--- src/rtl/jk_mod_counter_pkg.sv ---
// Shared defaults and JK command encoding for the modulo counter.
package jk_mod_counter_pkg;

    localparam int unsigned DEF_WIDTH   = 4;
    localparam int unsigned DEF_MODULUS = 10;

    // {J,K} command applied to each JK stage
    typedef enum logic [1:0] {
        HOLD = 2'b00,
        CLR  = 2'b01,
        SET  = 2'b10,
        TOG  = 2'b11
    } jk_cmd_e;

endpackage

--- src/rtl/jk_mod_counter_jk_cell.sv ---
// Single JK flip-flop stage with synchronous active-high reset.
module jk_cell
    import jk_mod_counter_pkg::*;
(
    input  logic clk,
    input  logic res,
    input  logic J,
    input  logic K,
    output logic q
);

    logic q_q;

    // JK behaviour: hold, clear, set or toggle on each rising edge
    always_ff @(posedge clk) begin
        if (res) begin
            q_q <= 1'b0;
        end else begin
            case ({J, K})
                HOLD:    q_q <= q_q;
                CLR:     q_q <= 1'b0;
                SET:     q_q <= 1'b1;
                TOG:     q_q <= ~q_q;
                default: q_q <= q_q;
            endcase
        end
    end

    assign q = q_q;

endmodule

--- src/rtl/jk_mod_counter.sv ---
// Up/down modulo counter built from JK stages, with parallel load,
// combinational terminal count and a registered wrap pulse.
module jk_mod_counter
    import jk_mod_counter_pkg::*;
#(
    parameter int unsigned WIDTH   = DEF_WIDTH,
    parameter int unsigned MODULUS = DEF_MODULUS
) (
    input  logic             clk,
    input  logic             res,
    input  logic             en,
    input  logic             up,
    input  logic             load,
    input  logic [WIDTH-1:0] din,
    output logic [WIDTH-1:0] q,
    output logic             tc,
    output logic             wrap
);

    localparam logic [WIDTH-1:0] TOP = WIDTH'(MODULUS - 1);
    localparam logic [WIDTH-1:0] ONE = WIDTH'(1);

    logic [WIDTH-1:0] cnt_q;
    logic [WIDTH-1:0] cnt_d;
    logic [WIDTH-1:0] j_bits;
    logic [WIDTH-1:0] k_bits;
    logic             wrap_q;
    logic             wrap_d;

    // Next count: reset > load (clamped) > count in the selected direction
    always_comb begin
        cnt_d = cnt_q;
        if (res) begin
            cnt_d = '0;
        end else if (load) begin
            cnt_d = (32'(din) >= MODULUS) ? TOP : din;
        end else if (en) begin
            if (up) begin
                cnt_d = (cnt_q == TOP) ? '0 : cnt_q + ONE;
            end else begin
                cnt_d = (cnt_q == '0) ? TOP : cnt_q - ONE;
            end
        end
    end

    // Terminal count: the coming edge will wrap the counter
    always_comb begin
        tc = en & ~load & ~res &
             ((up & (cnt_q == TOP)) | (~up & (cnt_q == '0)));
    end

    // JK excitation derived from current and next count
    always_comb begin
        j_bits = cnt_d & ~cnt_q;
        k_bits = ~cnt_d & cnt_q;
        wrap_d = tc;
    end

    // Wrap pulse register, one cycle after a terminal-count edge
    always_ff @(posedge clk) begin
        if (res) begin
            wrap_q <= 1'b0;
        end else begin
            wrap_q <= wrap_d;
        end
    end

    for (genvar i = 0; i < WIDTH; i++) begin : g_bit
        jk_cell u_cell (
            .clk (clk),
            .res (res),
            .J   (j_bits[i]),
            .K   (k_bits[i]),
            .q   (cnt_q[i])
        );
    end

    assign q    = cnt_q;
    assign wrap = wrap_q;

endmodule

--- config.mk ---
export PLATFORM = sky130hd
export DESIGN_NAME = jk_mod_counter
export DESIGN_NICKNAME = d
export VERILOG_FILES = /design/src/rtl/jk_mod_counter_pkg.sv /design/src/rtl/jk_mod_counter_jk_cell.sv /design/src/rtl/jk_mod_counter.sv
export SDC_FILE = /design/constraint.sdc
export NUM_CORES = 1
export LEC_CHECK = 0
export CORE_MARGIN = 2
export CORE_UTILIZATION = 39
export DETAILED_ROUTE_END_ITERATION = 10
export HOLD_SLACK_MARGIN = 0.06
export PLACE_DENSITY_LB_ADDON = 0.2
export SETUP_SLACK_MARGIN = 0.4
export SYNTH_ARGS = -nofsm -noshare
export SYNTH_HDL_FRONTEND = slang
export SYNTH_SLANG_ARGS = --single-unit
--- constraint.sdc ---
create_clock -name clk -period 3.3 [get_ports clk]
set_input_delay 0.33 -clock clk [delete_from_list [all_inputs] [get_ports clk]]
set_output_delay 0.33 -clock clk [all_outputs]
set_load 0.005 [all_outputs]
==> results.txt <==
- Of the total power, combinational logic draws 0.311.
* CP Data Arrival Time: 2.28 ns
* Critical path's largest stage delay: between 0.5 and 0.6 ns
- The filler cells instantiated in the layout total 132.
- met2 is the most crowded layer.
- STA classifies the critical path startpoint as a register.
- For this run, the total global-route usage over all layers was measured as 0.144.
* Crit path max fanout: 9
- Post-synth top area cell: sky130_fd_sc_hd__dfxtp_1
- Final Critical Period: 2.61 ns
- In the routed layout, each cell is associated on average with a via count of around 5.2.
* Row count: 13
- Of the available clock period, the critical path in the final layout requires 0.791.
- Most used DFF post-synth: sky130_fd_sc_hd__dfxtp_1
* Synth async-reset ratio: 0
* RSZ-0062 raised after global routing: false
* Critical Path Start: g_bit[1].u_cell.q$_SDFFE_PP0P_
- Share of cells above drive strength 1: 0.0750
* Post-Route Skew: ~0.0026 ns
* Top post-synthesis cells by area: sky130_fd_sc_hd__dfxtp_1 17%, sky130_fd_sc_hd__ha_1 17%, sky130_fd_sc_hd__mux2i_1 6.9%
- Counting every instance in the synthesized netlist gives 71.
- For this configuration, the core starts out at a cell density of 0.428.
- Overall power consumption after layout is estimated at around 0.00020 W.
- Measured along the x axis, the die boundary spans 42.5 µm.
* DR WL/cell: 12.3 µm
- Global routing usage on met2: 0.215
- Buffering stage count on the worst path with inverters included: 2
* Final setup violating endpoints: 0
- Crit path kind: reg -> out
- Hold violation count in the final report: 0
- The commonest cells after synthesis are 8 x sky130_fd_sc_hd__ha_1, 7 x sky130_fd_sc_hd__inv_1, 6 x sky130_fd_sc_hd__nor2_1.
* Start point of the worst hold path: g_bit[1].u_cell.q$_SDFFE_PP0P_
- GR met3 Demand/Resource: 0.0302
- Number of antenna cells inserted: 0
- The die is 42.5 µm tall.
* EDFF count, synth: 0
* Worst-path cell chain: inv_1 > ha_1 > or3b_1 > a21o_1 > nor3_1 > clkdlybuf4s50_1
- Resized cells post-CTS: 0
- Clock tree synthesis inserted a total of 3 buffers.
- TritonCTS clock tree: done
- In this run the power density over the cells is 289 nW/µm².
- Total number of nets in the final design: 98
- The worst register-to-register path begins at g_bit[1].u_cell.q$_SDFFE_PP0P_.
- Post-synth design cell area: between 500 and 600 µm²
* Number of primary I/O pins: 15
- Of the total power, the clock network draws 0.342.
- Entering global routing, the biggest net connects 13 pins.
- Dividing the synthesized area by the synthesized cell count gives about 8.1 µm².
* Sequential fraction of the synthesis area: 0.173
* Top cell type's share of synthesized area: 0.173
* Synth-to-Final Area Change: 21.0%
- In the post-synthesis netlist, the cell with the most instances is sky130_fd_sc_hd__ha_1.
* Initial antenna violation count: 0
- Largest voltage drop on the vdd net: 0.187 mV
- Pin slew with the least headroom to its limit: 0.363 ns
- The number of max-slew violations in the final report came to 0.
- The tool flagged a number of max-cap violations equal to 0.
* Global-route wire length before repair: between 1500 and 2000 µm
- In this run, synthesis produced a sequential element count of 5.
- Headroom to the max-slew limit: 0.758
* Leakage power total: ~0.3 nW
* Cell with the largest stage delay on the worst path: sky130_fd_sc_hd__clkdlybuf4s50_1
- Crit path capture type: output pin
- Hold/Removal Path Class: reg -> reg
* Final weighted congestion of routability-driven global placement: approximately 0.7
- In this run the post-CTS setup repair buffer count came out at 0.
- Fraction of power consumed by sequential logic: 0.347
- For this design, the CTS-stage hold fixing added 0 buffers.
- CTS built an H-tree with a depth of 1.
- The flow ran to the end, and the final reports show no timing, DRC or antenna violations.
* Cell-internal power: 0.000144 W
* Number of distinct library cell variants in the gate-level netlist after synthesis: 31
- Port bufs: 14
* Area of the die: 1810 µm²
- The clock passes through at most 2 buffers.
- NetSw: between 0.00005 and 0.00006 W
- The root buffer cell chosen for the clock tree is sky130_fd_sc_hd__clkbuf_4.
- Post-Synthesis Net Count: 88
- Post-DRT Antenna Nets: 0
- Of the total power, the share spent switching nets is 0.287.
- For this run, the number of Yosys warnings is 0.
- The region available for standard cell placement spans about 1400 µm².
- WL final: ~1200 µm
- The first routing iteration left 9 violations.
- After legalization and detailed placement, the total HPWL measured between 800 and 900 µm.
* Crit path required time: 2.97 ns
- Via count of the first global-routing pass: 440
* Detailed-routing iteration count for the pre-antenna-repair pass: 4
- After global routing the overflow that remains totals 0.
- Met1 layer usage reported by global route: 0.201
- After detailed routing, the number of remaining DRC violations is 0.
- For the worst-skew pair, the clock arrives at the later sink with an insertion delay of 0.24 ns.
- Register clock-pin slew on the reported worst setup and hold paths: 0.04 ns
* Total Neg Setup Slack: 0 ns
* Via count: 496
* Number of sinks on the clock net: 5
- The cell family contributing the most delay on the critical path is buffers and inverters.
- Fmax: 0.383 GHz
-- area by class of cell --
type | instances | area, µm² | share of cell area
multi-input combinational | 50 | 388 | 0.555
timing repair buffer | 14 | 140 | 0.200
sequential | 5 | 100 | 0.143
clock buffer | 4 | 26.3 | 0.0376
inverter | 7 | 26.3 | 0.0376
tap | 15 | 18.8 | 0.0268
-- registers in the layout, indices dropped and copies added (netlist names) --
signal          cells
wrap                1
g_bit.u_cell.q      4
-- cells by family (layout without fill, tap and decap cells) --
logic type | Yosys count | in the layout | synth area share
buffers and inverters | 16 | 25 | 0.156
and+or+nand+nor | 22 | 22 | 0.208
muxes | 5 | 5 | 0.0887
xor gates and xnor gates | 1 | 1 | 0.0152
adders and majority gates | 8 | 8 | 0.173
DFF | 5 | 5 | 0.173
AOI/OAI and AO/OA | 14 | 14 | 0.186
-- worst paths after layout --
check                                   endpoint  slack, ns  cells past startpoint
setup / recovery                              tc       0.69                      6
hold / removal    g_bit[1].u_cell.q$_SDFFE_PP0P_       0.67                      2
setup reg to reg  g_bit[3].u_cell.q$_SDFFE_PP0P_       0.97                      8
hold reg to reg   g_bit[1].u_cell.q$_SDFFE_PP0P_       0.67                      2
-- placed cells by master (no fill, tap or decap), types with 2 or more instances in the layout --
master / n
sky130_fd_sc_hd__clkdlybuf4s50_1: 14
sky130_fd_sc_hd__ha_1: 8
sky130_fd_sc_hd__inv_1: 7
sky130_fd_sc_hd__nor2_1: 6
sky130_fd_sc_hd__dfxtp_1: 5
sky130_fd_sc_hd__a21oi_1: 4
sky130_fd_sc_hd__mux2i_1: 4
sky130_fd_sc_hd__nand2_1: 3
sky130_fd_sc_hd__nor3_1: 3
sky130_fd_sc_hd__clkbuf_4: 3
sky130_fd_sc_hd__nand3_1: 2
sky130_fd_sc_hd__a221oi_1: 2
sky130_fd_sc_hd__nand2b_1: 2
sky130_fd_sc_hd__nand4_1: 2
-- stage by stage --
| step | setup slack [ns] | util | instance area [µm²] | hold WS (ns) | instances |
|---|---|---|---|---|---|
| after detailed placement | 0.806 | 0.499 | 673 | 0.660 | 91 |
| after global routing | 0.543 | 0.518 | 699 | 0.708 | 95 |
| after floorplan | 1.22 | - | 578 | 0.510 | 71 |
| final | 0.691 | 0.518 | 699 | 0.667 | 95 |
| after CTS | 0.687 | 0.518 | 699 | 0.666 | 95 |
| after global placement | 0.844 | 0.499 | 673 | 0.657 | 91 |
-- power groups by stage --
| stage | combinational (W) | clock (W) | sequential [W] |
|---|---|---|---|
| 6_report | 0.0000629 | 0.0000691 | 0.0000701 |
| 5_1_grt | 0.0000705 | 0.0000774 | 0.0000707 |
| 4_1_cts | 0.0000633 | 0.0000721 | 0.0000701 |
| 3_5_place_dp | 0.0000628 | 0 | 0.0000712 |
| 3_3_place_gp | 0.0000623 | 0 | 0.0000710 |
| 2_1_floorplan | 0.0000479 | 0 | 0.0000666 |
-- per-layer routing --
metal | wire length, µm | part of all wire | vias up
met2 | 519 | 0.45 | 13
met3 | 48 | 0.041 | 2
li1 | - | - | 268
met4 | 15 | 0.013 | 0
met5 | 0 | 0 | -
met1 | 582 | 0.50 | 213
-- tightest hold or removal path, delay by kind of cell (launching register included) --
| family | cells | cell delay [ns] |
|---|---|---|
| flops | 1 | 0.40 |
| simple gates | 1 | 0.05 |
| mux | 1 | 0.17 |
Power figures use the tool's default switching activity.
